### src/rtl/contador_display.sv
// contador_display: watches a 4-bit bouncing counter. Each change is classified
// as an up step, down step, hold or illegal jump. The block tracks the sweep
// direction, counts reversals, and drives a two-digit multiplexed decimal
// 7-segment display of the sampled value.
module contador_display #(
   parameter int REFRESH_DIV    = 50000,
   parameter bit SEG_ACTIVE_LOW = 1'b1
) (
   input  logic       CLK,
   input  logic       R,
   input  logic [3:0] I,
   output logic [6:0] SEG,
   output logic [1:0] AN,
   output logic       DIR,
   output logic       HOLD,
   output logic [7:0] TURNS,
   output logic       ERR
);

   localparam int            CW      = $clog2(REFRESH_DIV);
   localparam logic [CW-1:0] TC      = CW'(REFRESH_DIV - 1);
   localparam logic [6:0]    SEG_POL = {7{SEG_ACTIVE_LOW}};
   localparam logic [1:0]    AN_POL  = {2{SEG_ACTIVE_LOW}};

   // Active-high segment pattern for one decimal digit (bit0=a .. bit6=g)
   function automatic logic [6:0] seg_pattern(input logic [3:0] digit);
      logic [6:0] pat;
      case (digit)
         4'd0:    pat = 7'h3F;
         4'd1:    pat = 7'h06;
         4'd2:    pat = 7'h5B;
         4'd3:    pat = 7'h4F;
         4'd4:    pat = 7'h66;
         4'd5:    pat = 7'h6D;
         4'd6:    pat = 7'h7D;
         4'd7:    pat = 7'h07;
         4'd8:    pat = 7'h7F;
         4'd9:    pat = 7'h6F;
         default: pat = 7'h00;
      endcase
      return pat;
   endfunction

   logic [3:0]    i_q_r;
   logic          primed_r;
   logic          stepped_r;
   logic          dir_r;
   logic          hold_r;
   logic [7:0]    turns_r;
   logic          err_r;
   logic [CW-1:0] refresh_r;
   logic          ds_r;
   logic [6:0]    seg_r;
   logic [1:0]    an_r;

   logic [3:0]    inc_s;
   logic [3:0]    dec_s;
   logic          is_up_s;
   logic          is_down_s;
   logic          is_hold_s;
   logic          is_jump_s;
   logic          tens_s;
   logic [3:0]    units_s;
   logic [6:0]    seg_next_s;

   // Neighbours of the previous sample, wrapping mod 16
   assign inc_s = i_q_r + 4'd1;
   assign dec_s = i_q_r - 4'd1;

   // Classify the new sample against the previous one once primed
   always_comb begin
      is_up_s   = 1'b0;
      is_down_s = 1'b0;
      is_hold_s = 1'b0;
      is_jump_s = 1'b0;
      if (primed_r) begin
         if (I == inc_s) begin
            is_up_s = 1'b1;
         end else if (I == dec_s) begin
            is_down_s = 1'b1;
         end else if (I == i_q_r) begin
            is_hold_s = 1'b1;
         end else begin
            is_jump_s = 1'b1;
         end
      end else begin
         is_up_s = 1'b0;
      end
   end

   // Sample register, direction tracking, reversal count and sticky error
   always_ff @(posedge CLK) begin
      if (R) begin
         i_q_r     <= 4'd0;
         primed_r  <= 1'b0;
         stepped_r <= 1'b0;
         dir_r     <= 1'b0;
         hold_r    <= 1'b0;
         turns_r   <= 8'd0;
         err_r     <= 1'b0;
      end else begin
         i_q_r    <= I;
         primed_r <= 1'b1;
         hold_r   <= is_hold_s;
         if (is_jump_s) begin
            err_r <= 1'b1;
         end
         if (is_up_s || is_down_s) begin
            stepped_r <= 1'b1;
            if (!stepped_r) begin
               // first step only establishes the direction
               dir_r <= is_down_s;
            end else if (is_down_s != dir_r) begin
               dir_r <= is_down_s;
               if (turns_r != 8'd255) begin
                  turns_r <= turns_r + 8'd1;
               end
            end
         end
      end
   end

   // Refresh timer: each digit slot lasts REFRESH_DIV cycles
   always_ff @(posedge CLK) begin
      if (R) begin
         refresh_r <= {CW{1'b0}};
         ds_r      <= 1'b0;
      end else if (refresh_r == TC) begin
         refresh_r <= {CW{1'b0}};
         ds_r      <= ~ds_r;
      end else begin
         refresh_r <= refresh_r + {{(CW-1){1'b0}}, 1'b1};
      end
   end

   // Split the sample into decimal digits
   assign tens_s  = (i_q_r >= 4'd10);
   assign units_s = tens_s ? (i_q_r - 4'd10) : i_q_r;

   // Select the pattern for the active digit, blanking a leading zero
   always_comb begin
      seg_next_s = 7'h00;
      if (ds_r) begin
         if (tens_s) begin
            seg_next_s = seg_pattern(4'd1);
         end else begin
            seg_next_s = 7'h00;
         end
      end else begin
         seg_next_s = seg_pattern(units_s);
      end
   end

   // Registered display drive with polarity applied
   always_ff @(posedge CLK) begin
      if (R) begin
         seg_r <= SEG_POL;
         an_r  <= AN_POL;
      end else begin
         seg_r <= seg_next_s ^ SEG_POL;
         an_r  <= (ds_r ? 2'b10 : 2'b01) ^ AN_POL;
      end
   end

   assign SEG   = seg_r;
   assign AN    = an_r;
   assign DIR   = dir_r;
   assign HOLD  = hold_r;
   assign TURNS = turns_r;
   assign ERR   = err_r;

endmodule

### config.mk
export PLATFORM = sky130hd
export DESIGN_NAME = contador_display
export DESIGN_NICKNAME = d
export VERILOG_FILES = /design/src/rtl/contador_display.sv
export SDC_FILE = /design/constraint.sdc
export NUM_CORES = 1
export LEC_CHECK = 0
export CORE_MARGIN = 2
export CORE_UTILIZATION = 55
export DETAILED_ROUTE_END_ITERATION = 8
export GPL_TIMING_DRIVEN = 1
export HOLD_SLACK_MARGIN = 0.06
export PLACE_DENSITY_LB_ADDON = 0.08
export RECOVER_POWER = 50
export SYNTH_ARGS = -nofsm -noshare
export SYNTH_HDL_FRONTEND = slang
export SYNTH_SLANG_ARGS = --single-unit
export TNS_END_PERCENT = 100
### constraint.sdc
create_clock -name CLK -period 2.8 [get_ports CLK]
set_input_delay 0.28 -clock CLK [delete_from_list [all_inputs] [get_ports CLK]]
set_output_delay 0.28 -clock CLK [all_outputs]
set_load 0.02 [all_outputs]
==> flow_summary_export.csv <==
group,metric,value,unit
outcome,run_status,"completed",
sta,final.min_clock_period,2570,ps
clocking,clock-root-buffer,"clkbuf_8",
grt,groute.usage.overall,18.9,%
critical_path,cp_data_required_time,2990,ps
routing,vias,1645,
critical_path,cp-end-kind,"flip-flop",
hold_path,timing.hold.worst.class,"flip-flop to flip-flop",
final_layout,area_occupied_by_multi_input_gates,1230,um^2
pwr,power_leakage,0.00102,uW
pwr,power_switching_share,26.7,%
floorplanning,dieArea,4440,um^2
grt,grt_max_degree,22,
floorplanning,initial_core_util,58.1,%
clocking,insertion_delay,290,ps
sta,final_min_period_over_clock_period,91.8,%
clocking,h_tree_levels,2,
logic_synthesis,synth_edf_count,0,
pwr,netSwitchingPower,322,uW
grt,antenna_found_initial,0,
routing,post_drt_wl_per_cell,12.2,um
pwr,share_comb_of_total_power,13.9,%
clocking,cts_resized,0,
floorplanning,placement_rows,22,
logic_synthesis,cell_types_occupying_the_most_area_after_synthesis,"dfxtp_1 40%, ha_1 7.5%, xnor2_1 6.5%",
placed_design,detailed_place.area,2450,um^2
final_layout,num_antenna_cells,0,
clocking,cts.reportedPaths.clkPinSlew,80,ps
sta,timing.final.max_slew_violations,0,
logic_synthesis,syn_area,2160,um^2
sta,max-slew-margin-rel,44.5,%
pwr,irDropWorstVdd,0.299,mV
logic_synthesis,synth_nets,250,
grt,grt_pass1_wl,6390,um
final_layout,final_net_count,278,
sta,setup_viol_count_final,0,
routing,detail-route-antenna-nets,0,
routing,post-route-drc-count,0,
routing,drt_wl_total,3770,um
floorplanning,io_pins,26,
floorplanning,die_w,66.7,um
placed_design,routabilityCongestion,0.836,
placed_design,buffer_ports.inserted,25,
sta,tightestPinTransition,832,ps
final_layout,n_fill_cell,308,
final_layout,post_route_cells_drive_above_1_share,6.92,%
sta,fin_setup_tns,0,ps
logic_synthesis,ys.flop_type,"dfxtp_1",
clocking,cts_buffer_depth,2,
final_layout,final_core_utilization,68.1,%
final_layout,layout.cells.most_common_list,"43 x dfxtp_1, 35 x nor2_1, 21 x dlygate4sd3_1, 16 x xnor2_1, 14 x nand2_1",
logic_synthesis,yosys_warnings,0,
final_layout,synthToLayoutAreaGrowth,17.3,%
logic_synthesis,synthDistinctLibCells,43,
placed_design,place_hpwl,2790,um
critical_path,timing_worst_setup_path_type,"flip-flop to flip-flop",
floorplanning,die_y,66.7,um
routing,drt-vias-per-instance,5.34,
critical_path,critPathMaxStageDelay,500,ps
final_layout,final_common_cell,"dfxtp_1",
flow_run,max_cap_violations,0,
final_layout,final_cell_count_no_fill,308,
logic_synthesis,post_synth.cell_area_avg,9.35,um^2
critical_path,worst_ep_arrival_time,2760,ps
clocking,tritoncts,"done",
critical_path,critical_path.startpoint_type,"flip-flop",
pwr,seq_power_share,53.7,%
logic_synthesis,synth_cells,231,
sta,timing.fmax,0.389,GHz
sta,finalClockSkew,3.62,ps
grt,grt_pass1_vias,1513,
routing,drt-initial-drc-count,74,
clocking,numCtsBuffers,5,
logic_synthesis,synth_async_sr_flop_share,0,%
final_layout,seqCellArea,861,um^2
clocking,post-cts-setup-buffer-count,0,
pwr,power_report.internal_total,884,uW
critical_path,crit_path_top_delay_cell,"or3_1",
logic_synthesis,synth.largest_area_cell,"dfxtp_1",
critical_path,critical_path.cell_chain,"inv_1 -> ha_1 -> xor2_1 -> nand3b_1 -> or3_1 -> a21oi_1 -> mux2_1",
grt,grt_overflow_total,0,
sta,rsz0062_at_grt,"false",
critical_path,critical_path_peak_fanout,7,
clocking,cts.sinks,43,
placed_design,dpl.cell_count,300,
final_layout,postLayoutCellArea,2530,um^2
sta,report.final.hold_viol_count,0,
floorplanning,fp.coreArea,3720,um^2
pwr,clockPowerShare,32.4,%
routing,dr.pass1.iters,4,
logic_synthesis,synth-seq-area-share,39.9,%
clocking,cts-hold-fix-buffers,0,
pwr,power_density,476,nW/um^2
logic_synthesis,synth.ff_latch_count,43,
logic_synthesis,yosys.area.top_type_share,39.9,%
==> state kept, by name, indices dropped and copies added (netlist names) <==
name,cells
AN,2
i_q_r,4
SEG,7
TURNS,8
ds_r,1
HOLD,1
stepped_r,1
ERR,1
primed_r,1
DIR,1
refresh_r,16
==> per-stage QoR <==
| step | hold WS, ps | power [uW] | setup slack (ps) |
|---|---|---|---|
| after floorplan | 402 | 780 | 553 |
| after global placement | 452 | 834 | 359 |
| after detailed placement | 452 | 837 | 272 |
| after CTS | 473 | 1220 | 253 |
| after global routing | 488 | 1260 | 76.1 |
| final | 469 | 1210 | 230 |
==> power groups by stage <==
stage               logic [uW]  clock network, uW  registers [uW]
CTS                        174                400             649
floorplan                  101                  0             679
global route               185                427             651
global placement           171                  0             663
detailed placement         173                  0             663
finish                     167                391             648
==> path summary, 6_finish.rpt <==
check	startpoint	endpoint	slack [ps]	depth (start not counted)
setup / recovery	i_q_r[0]	TURNS[6]	230	7
hold reg to reg	stepped_r	stepped_r	470	1
hold / removal	stepped_r	stepped_r	470	1
setup reg to reg	i_q_r[0]	TURNS[6]	230	7
==> Yosys cell counts, types with 5 or more instances <==
master / n
dfxtp_1: 43
nor2_1: 35
xnor2_1: 16
nand2_1: 14
ha_1: 13
nor2b_1: 13
nand3_1: 8
and3_1: 7
inv_1: 7
mux2_1: 6
nand4_1: 6
o21ai_0: 6
xor2_1: 6
a21oi_1: 5
==> layout make-up <==
cell class	instances	share of cell area, %
clock inverter	3	0.791
tap	48	2.37
timing repair buffer	27	10.3
inverter	7	1.04
sequential	43	34.0
multi-input combinational	175	48.8
clock buffer	5	2.72
==> critical path, delay by kind of cell (launching register included) <==
kind | cells | cell delay, ps
compound gates | 1 | 250
xor+xnor | 1 | 230
fa+ha+maj | 1 | 330
buf+inv | 1 | 170
flops | 1 | 490
mux | 1 | 330
simple gates | 2 | 660
==> logic make-up after synthesis <==
group | synth area share (%)
AND/OR/NAND/NOR | 22.8
flip-flops | 39.9
AO/OA/AOI/OAI | 9.44
XOR/XNOR | 11.8
buffers and inverters | 2.95
adder cells (fa/ha/maj) | 7.53
multiplexers | 5.56
==> per-layer routing <==
layer  share of wire, %  global-route usage, %  vias to the layer above  wire, um
li1                   -                      -                      841         -
met1                 48                   22.2                      769      1790
met2                 48                   33.1                       27      1800
met3                3.1                   4.05                        8       116
met4                1.5                   7.91                        0        56
met5                  0                      0                        -         0
Note: power is estimated with default switching activity, not from simulation.
